==> config.mk <==
export PLATFORM = sky130hd
export DESIGN_NAME = peak_period_ctrl
export DESIGN_NICKNAME = d
export VERILOG_FILES = /design/src/rtl/peak_period_ctrl.sv
export SDC_FILE = /design/constraint.sdc
export NUM_CORES = 1
export LEC_CHECK = 0
export ABC_AREA = 1
export CELL_PAD_IN_SITES_DETAIL_PLACEMENT = 1
export CELL_PAD_IN_SITES_GLOBAL_PLACEMENT = 2
export CORE_UTILIZATION = 38
export DETAILED_ROUTE_END_ITERATION = 10
export GPL_TIMING_DRIVEN = 0
export PLACE_DENSITY = 0.85
export SETUP_SLACK_MARGIN = 0.4
export SYNTH_ARGS = -nofsm -noshare
export SYNTH_HDL_FRONTEND = slang
export SYNTH_SLANG_ARGS = --single-unit
==> constraint.sdc <==
create_clock -name i_clk -period 7.4 [get_ports i_clk]
set_input_delay 1.48 -clock i_clk [delete_from_list [all_inputs] [get_ports i_clk]]
set_output_delay 1.48 -clock i_clk [all_outputs]
set_load 0.005 [all_outputs]
==> src/rtl/peak_period_ctrl.sv <==
// Period scheduler and peak-hold readout arbiter: per-channel maxima, 1 ms snapshot, valid/ready readout.
// Optional build macro PEAK_SIGNED_EN selects signed samples with most-negative clear value.
module peak_period_ctrl #(
    parameter int NCH        = 4,
    parameter int DW         = 48,
    parameter int CHW        = 2,
    parameter int PW         = 18,
    parameter int PERIOD_DEF = 150000
) (
    input  logic           i_clk,
    input  logic           i_rst,
    input  logic           i_en,
    input  logic [PW-1:0]  i_cfg_period,
    input  logic           i_in_valid,
    input  logic [CHW-1:0] i_in_ch,
    input  logic [DW-1:0]  i_in_data,
    output logic           o_period_tick,
    output logic           o_out_valid,
    input  logic           i_out_ready,
    output logic [CHW-1:0] o_out_ch,
    output logic [DW-1:0]  o_out_max,
    output logic           o_out_last,
    output logic           o_overrun,
    input  logic           i_clr_ovr
);

`ifdef PEAK_SIGNED_EN
    localparam logic [DW-1:0] CLR_VAL = {1'b1, {(DW-1){1'b0}}};
`else
    localparam logic [DW-1:0] CLR_VAL = '0;
`endif

    localparam logic [0:0]     S_IDLE   = 1'b0;
    localparam logic [0:0]     S_SEND   = 1'b1;
    localparam logic [PW-1:0]  PLEN_MIN = PW'(2);
    localparam logic [PW-1:0]  PLEN_RST = PW'(PERIOD_DEF);
    localparam logic [CHW-1:0] CH_LAST  = CHW'(NCH - 1);

    logic [PW-1:0]  r_count;
    logic [PW-1:0]  r_plen;
    logic [DW-1:0]  r_inner [NCH];
    logic [DW-1:0]  r_hold  [NCH];
    logic [0:0]     r_state;
    logic [CHW-1:0] r_out_ch;
    logic           r_overrun;

    logic [PW-1:0]  w_cfg_eff;
    logic           w_tick;
    logic [DW-1:0]  w_cur;
    logic           w_gt;
    logic           w_take;

    assign w_cfg_eff = (i_cfg_period < PLEN_MIN) ? PLEN_MIN : i_cfg_period;
    assign w_tick    = i_en && (r_count == (r_plen - PW'(1)));
    assign w_cur     = r_inner[i_in_ch];

    // Single shared comparator: only the addressed channel is compared each cycle.
`ifdef PEAK_SIGNED_EN
    assign w_gt = $signed(i_in_data) > $signed(w_cur);
`else
    assign w_gt = i_in_data > w_cur;
`endif
    assign w_take = i_in_valid && w_gt;

    always_ff @(posedge i_clk) begin
        if (i_rst) begin
            r_count <= '0;
            r_plen  <= PLEN_RST;
        end else begin
            if (!i_en || w_tick)
                r_count <= '0;
            else
                r_count <= r_count + PW'(1);
            if (!i_en || w_tick)
                r_plen <= w_cfg_eff;
        end
    end

    always_ff @(posedge i_clk) begin
        if (i_rst || !i_en || w_tick) begin
            for (int c = 0; c < NCH; c++)
                r_inner[c] <= CLR_VAL;
        end else if (w_take) begin
            r_inner[i_in_ch] <= i_in_data;
        end
    end

    // A sample landing on the tick cycle still belongs to the period that is ending.
    always_ff @(posedge i_clk) begin
        if (i_rst) begin
            for (int c = 0; c < NCH; c++)
                r_hold[c] <= CLR_VAL;
        end else if (w_tick && (r_state == S_IDLE)) begin
            for (int c = 0; c < NCH; c++)
                r_hold[c] <= (w_take && (i_in_ch == CHW'(c))) ? i_in_data : r_inner[c];
        end
    end

    always_ff @(posedge i_clk) begin
        if (i_rst) begin
            r_state  <= S_IDLE;
            r_out_ch <= '0;
        end else begin
            case (r_state)
                S_IDLE: begin
                    if (w_tick) begin
                        r_state  <= S_SEND;
                        r_out_ch <= '0;
                    end
                end
                default: begin
                    if (i_out_ready) begin
                        if (r_out_ch == CH_LAST) begin
                            r_state  <= S_IDLE;
                            r_out_ch <= '0;
                        end else begin
                            r_out_ch <= r_out_ch + CHW'(1);
                        end
                    end
                end
            endcase
        end
    end

    // A dropped snapshot takes priority over a simultaneous clear request.
    always_ff @(posedge i_clk) begin
        if (i_rst)
            r_overrun <= 1'b0;
        else if (w_tick && (r_state == S_SEND))
            r_overrun <= 1'b1;
        else if (i_clr_ovr)
            r_overrun <= 1'b0;
    end

    assign o_period_tick = w_tick;
    assign o_out_valid   = (r_state == S_SEND);
    assign o_out_ch      = r_out_ch;
    assign o_out_max     = o_out_valid ? r_hold[r_out_ch] : '0;
    assign o_out_last    = o_out_valid && (r_out_ch == CH_LAST);
    assign o_overrun     = r_overrun;

endmodule

==> results of run 1 <==
-- cell type report --
cell class	count	area (um^2)	share of cell area (%)
clock inverter	28	280	1.01
clock buffer	61	1290	4.64
sequential	426	12400	44.4
buffer	145	768	2.76
tap	837	1050	3.76
multi-input combinational	1657	8860	31.8
timing repair buffer	130	1350	4.86
inverter	495	1860	6.68
-- worst paths after layout --
kind / depth (start not counted) / to / slack (ps) / from
setup / recovery: 17 / r_inner[0][21] / 550 / i_in_ch[1]
hold / removal: 2 / o_overrun / 470 / o_overrun
setup reg to reg: 13 / r_inner[0][21] / 3040 / r_inner[3][47]
hold reg to reg: 2 / o_overrun / 470 / o_overrun
-- power breakdown --
group          internal [mW]  switching (mW)
clock network           1.39            1.06
registers               2.73          0.0479
logic                  0.182           0.451
total                   4.29            1.56
-- worst max-delay path: cells and delay by family --
kind / cells / cell delay, ps
and+or+nand+nor: 7 / 1710
buffers and inverters: 6 / 2900
AOI/OAI and AO/OA: 3 / 770
adders and majority gates: 1 / 180
-- state kept, by name (all words and copies together) (netlist names), named ones only --
name	count
r_plen	18
o_out_ch	2
o_out_valid	1
r_inner	192
r_count	18
r_hold	192
o_overrun	1
-- cell usage after synthesis (6+ instances only) --
cell type  instances
nand3_1           55
xnor2_1            8
nand3b_1           6
buf_6             20
nand4_1           18
nor2_1           636
edfxtp_1         384
o22ai_1           48
a21oi_1           81
a221oi_1          47
nor3_1            16
buf_1             10
inv_1            491
nand2_1          349
o21ai_0          115
dfxtp_1           42
nor3_2           180
clkbuf_1          76
xor2_1            12
buf_2             35
ha_1              51
-- logic make-up (layout without fill, tap and decap cells) --
family / Yosys count / after routing / synth area share (%)
fa+ha+maj: 51 / 51 / 2.68
xor+xnor: 20 / 20 / 0.737
flops: 426 / 426 / 52.1
buf+inv: 640 / 859 / 11.0
compound gates: 301 / 301 / 7.44
simple gates: 1285 / 1285 / 26.1
-- metrics by stage --
| stage | cell area [um^2] | setup TNS, ps |
|---|---|---|
| 2_1_floorplan | 23800 | 0 |
| 3_3_place_gp | 26100 | -857870 |
| 3_5_place_dp | 26200 | -122810 |
| 4_1_cts | 27800 | 0 |
| 5_1_grt | 27800 | 0 |
| 6_report | 27800 | 0 |
-- timing repair --
action / CTS / global route
hold endpoints to repair: 0 / 0
hold buffers: 0 / 0
gates resized for setup: 10 / 6
buffers inserted: 0 / 0
endpoints found under the setup margin: 192 / 179
-- routing by layer --
layer | wire length [um] | GRT usage [%] | share of wire (%) | vias to the layer above
met1 | 36600 | 34.6 | 43 | 9796
met2 | 40200 | 45.6 | 48 | 574
met5 | 8 | 0 | 0.0095 | -
li1 | - | - | - | 9186
met3 | 4770 | 4.20 | 5.6 | 165
met4 | 2870 | 9.19 | 3.4 | 2
==> flow_metrics.env, run 1 <==
export IMPL_ys_async_sr_fraction_pct=0
export IMPL_yosys_top_cells_area="edfxtp_1 49%, nor2_1 10%, inv_1 7.8%"
export IMPL_fin_ws_ps=546
export IMPL_power_per_cell_area_nw_per_um2=210
export IMPL_cp_max_fo=48
export IMPL_maxSlewViolCount=0
export IMPL_routed_via_density=5.22
export IMPL_slowest_stage="buf_1"
export IMPL_vias=19700
export IMPL_status="completed"
export IMPL_fin_skew_ps=39.0
export IMPL_seq_area_frac_synth_pct=52.1
export IMPL_start_util_pct=38.5
export IMPL_ys_seq_elements=426
export IMPL_leakage_nw=11.8
export IMPL_rsz0062_at_grt="false"
export IMPL_period_share_pct=92.6
export IMPL_setup_violations=0
export IMPL_wirelength_mm=84.4
export IMPL_synth_warnings=0
export IMPL_grt_pass1_vias=20900
export IMPL_crit_arrival_ps=7080
export IMPL_max_freq_mhz=146
export IMPL_path_class="in -> reg"
export IMPL_synth_cell_types=41
export IMPL_nets=3030
export IMPL_fin_util_pct=45.1
export IMPL_grt_pass1_wl_mm=127
export IMPL_cts_root_buffer="clkbuf_16"
export IMPL_hold_viol=0
export IMPL_synth_area_um2=23800
export IMPL_crit_required_ps=7630
export IMPL_clock_sinks=426
export IMPL_relSlewSlack_pct=19.4
export IMPL_grt_ovfl_total=0
export IMPL_hold_class="reg -> reg"
export IMPL_worst_slew_pin_slew_ps=1210
export IMPL_synth_edf_count=384
export IMPL_cts_tree="built"
export IMPL_die_x_um=252
export IMPL_numCtsBuffers=50
export IMPL_syn_inst=2723
export IMPL_period_minus_slack_ps=6850
export IMPL_drt_iter0_drc=1370
export IMPL_htree_levels=2
export IMPL_drive_above_1_share_pct=11.6
export IMPL_hpwl_mm=58.9
export IMPL_layout_commonest_cell="nor2_1"
export IMPL_pre_cts_ws_ps=-704
export IMPL_grt_max_degree=70
export IMPL_drt_first_pass_iters=5
export IMPL_cap_violations=0
export IMPL_io_pins=128
export IMPL_antennaDiodeCount=0
export IMPL_die_area_um2=63500
export IMPL_yosys_area_top_type="edfxtp_1"
export IMPL_clk_pin_slew_worst_paths_ps=60
export IMPL_synthFlopType="edfxtp_1"
export IMPL_placed_cells=3690
export IMPL_final_cell_mix="636 x nor2_1, 491 x inv_1, 384 x edfxtp_1"
export IMPL_wl_per_cell_um=22.3
export IMPL_placement_io_buffers=127
export IMPL_fillCellCount=7302
export IMPL_antenna_found_initial=1
export IMPL_ir_drop_mv=0.155
export IMPL_synth_nets=2848
export IMPL_coreArea_um2=61700
export IMPL_max_clock_path_buffers=3
export IMPL_final_cells=3779
export IMPL_avgSynthCellArea_um2=8.73
export IMPL_hold_ws_ps=469
export IMPL_start_kind="input port"
export IMPL_grt_usage_pct=26.8
export IMPL_endpoint_kind="register"
export IMPL_synth_top_area_share_pct=48.5
export IMPL_core_rowCount=91
export IMPL_drc_errors=0
export IMPL_syn_to_final_growth_pct=17.1
export IMPL_clk_latency_ps=640
export IMPL_gp_congestion=0.855
export IMPL_antenna_left=0
export IMPL_dieHeight_um=252
export IMPL_slowest_delay_ps=910
export IMPL_cp_cell_sequence="clkdlybuf4s50_1 -> inv_1 -> nand2_1 -> clkbuf_1 -> buf_1 -> o22ai_1 -> a221oi_1 -> ha_1 -> nand4_1 -> nor2_1 -> nand3_1 -> nor3_1 -> a21boi_1 -> nand3_1 -> buf_2 -> buf_2 -> nand2_8"
export IMPL_p_total_mw=5.86
(Power assumes the default switching activity.)
==> run 2: changes to the inputs <==
Settings changed: CAP_MARGIN set to 20.
==> flow_metrics.env, run 2 (synthesized netlist as in run 1, its figures left out) <==
export IMPL_status="completed"
export IMPL_hold_viol=0
export IMPL_crit_arrival_ps=7010
export IMPL_wl_per_cell_um=22.3
export IMPL_grt_pass1_vias=20900
export IMPL_core_rowCount=91
export IMPL_nets=3030
export IMPL_start_util_pct=38.5
export IMPL_path_class="in -> reg"
export IMPL_cp_cell_sequence="clkdlybuf4s50_1 -> inv_1 -> nor2_1 -> clkbuf_1 -> clkbuf_1 -> a221oi_1 -> ha_1 -> nand4_1 -> nor2_1 -> nand3_1 -> nor3_1 -> a21boi_1 -> nand3_1 -> buf_2 -> buf_2 -> nand2_8"
export IMPL_reg2reg_setup_slack_ps=3100
export IMPL_vias=19700
export IMPL_slowest_stage="clkbuf_1"
export IMPL_post_cts_buffers=0
export IMPL_numCtsBuffers=50
export IMPL_start_kind="input port"
export IMPL_drt_iter0_drc=1302
export IMPL_cp_max_fo=48
export IMPL_final_cell_mix="636 x nor2_1, 491 x inv_1, 384 x edfxtp_1"
export IMPL_cap_violations=0
export IMPL_placement_io_buffers=127
export IMPL_wirelength_mm=84.4
export IMPL_syn_to_final_growth_pct=17.1
export IMPL_relSlewSlack_pct=21.1
export IMPL_placed_cells=3690
export IMPL_max_clock_path_buffers=3
export IMPL_final_cells=3779
export IMPL_fin_util_pct=45.1
export IMPL_fin_skew_ps=34.6
export IMPL_clk_latency_ps=640
export IMPL_gp_congestion=0.855
export IMPL_clk_pin_slew_worst_paths_ps=60
export IMPL_coreArea_um2=61700
export IMPL_cts_tree="built"
export IMPL_ir_drop_mv=0.155
export IMPL_slowest_delay_ps=780
export IMPL_fillCellCount=7288
export IMPL_grt_max_degree=70
export IMPL_reg_top3="r_hold: 192 flops, r_inner: 192 flops"
export IMPL_rsz0062_at_grt="false"
export IMPL_grt_ovfl_total=0
export IMPL_drive_above_1_share_pct=11.6
export IMPL_dieHeight_um=252
export IMPL_crit_required_ps=7630
export IMPL_setup_violations=0
export IMPL_critPathBufInv=6
export IMPL_period_share_pct=91.5
export IMPL_antennaDiodeCount=0
export IMPL_hold_class="reg -> reg"
export IMPL_htree_levels=2
export IMPL_pre_cts_ws_ps=-694
export IMPL_layout_commonest_cell="nor2_1"
export IMPL_io_pins=128
export IMPL_grt_pass1_wl_mm=127
export IMPL_hpwl_mm=58.9
export IMPL_max_freq_mhz=148
export IMPL_period_minus_slack_ps=6770
export IMPL_grt_usage_pct=26.8
export IMPL_cp_top_family="buffers and inverters"
export IMPL_final_cell_area_um2=27800
export IMPL_worst_slew_pin_slew_ps=1180
export IMPL_die_x_um=252
export IMPL_power_per_cell_area_nw_per_um2=210
export IMPL_fin_ws_ps=626
export IMPL_drc_errors=0
export IMPL_maxSlewViolCount=0
export IMPL_clock_sinks=426
export IMPL_die_area_um2=63500
export IMPL_antenna_found_initial=1
export IMPL_leakage_nw=11.8
export IMPL_routed_via_density=5.20
export IMPL_cts_root_buffer="clkbuf_16"
export IMPL_endpoint_kind="register"
export IMPL_placed_area_um2=26200
export IMPL_hold_ws_ps=469
export IMPL_drt_first_pass_iters=6
export IMPL_antenna_left=0
[run 2: cell counts in the layout (fill, tap and decap cells not counted)]
No cell type changed its count.
[run 2: final cells by class]
type / count / area, um^2 / area share [%]
sequential: 426 / 12400 / 44.4
multi-input combinational: 1657 / 8860 / 31.8
inverter: 495 / 1860 / 6.68
timing repair buffer: 130 / 1350 / 4.86
clock buffer: 61 / 1290 / 4.64
tap: 837 / 1050 / 3.76
buffer: 145 / 768 / 2.76
clock inverter: 28 / 280 / 1.01
[run 2: final timing paths]
check | to | from | cells past startpoint
hold / removal | o_overrun | o_overrun | 2
setup / recovery | r_inner[0][21] | i_in_ch[1] | 16
hold reg to reg | o_overrun | o_overrun | 2
setup reg to reg | r_inner[0][21] | r_inner[3][47] | 13
[run 2: worst min-delay path, cell delays in order (launching register included)]
cell and delay, ps:
dfxtp_1 310, nand2_1 60, a21oi_1 50
[run 2: power breakdown]
part	switching [mW]	leakage [nW]	internal, mW
clock network	1.06	0.777	1.39
logic	0.450	6.51	0.182
registers	0.0481	4.47	2.73
[run 2: per-layer routing]
metal | wire (um) | GRT usage (%)
met1 | 35800 | 34.5
met4 | 2760 | 9.30
met2 | 40500 | 45.8
met3 | 5330 | 4.21
met5 | 8 | 0
[run 2: what timing repair did]
| action | CTS | global route |
|---|---|---|
| hold buffers | 0 | 0 |
| resized for setup | 10 | 6 |
| endpoints found under the setup margin | 192 | 187 |
| hold endpoints to repair | 0 | 0 |
[run 2: metrics by stage]
stage,power [mW],setup TNS (ps)
floorplan,3.18,0
global placement,3.43,-857870
detailed placement,3.44,-122390
CTS,5.87,0
global route,6.03,0
finish,5.85,0
==> run 3: changes to the inputs <==
Settings changed: TNS_END_PERCENT set to 100.
==> results of run 3 <==
Final layout, timing and power as in run 2 (identical DEF).
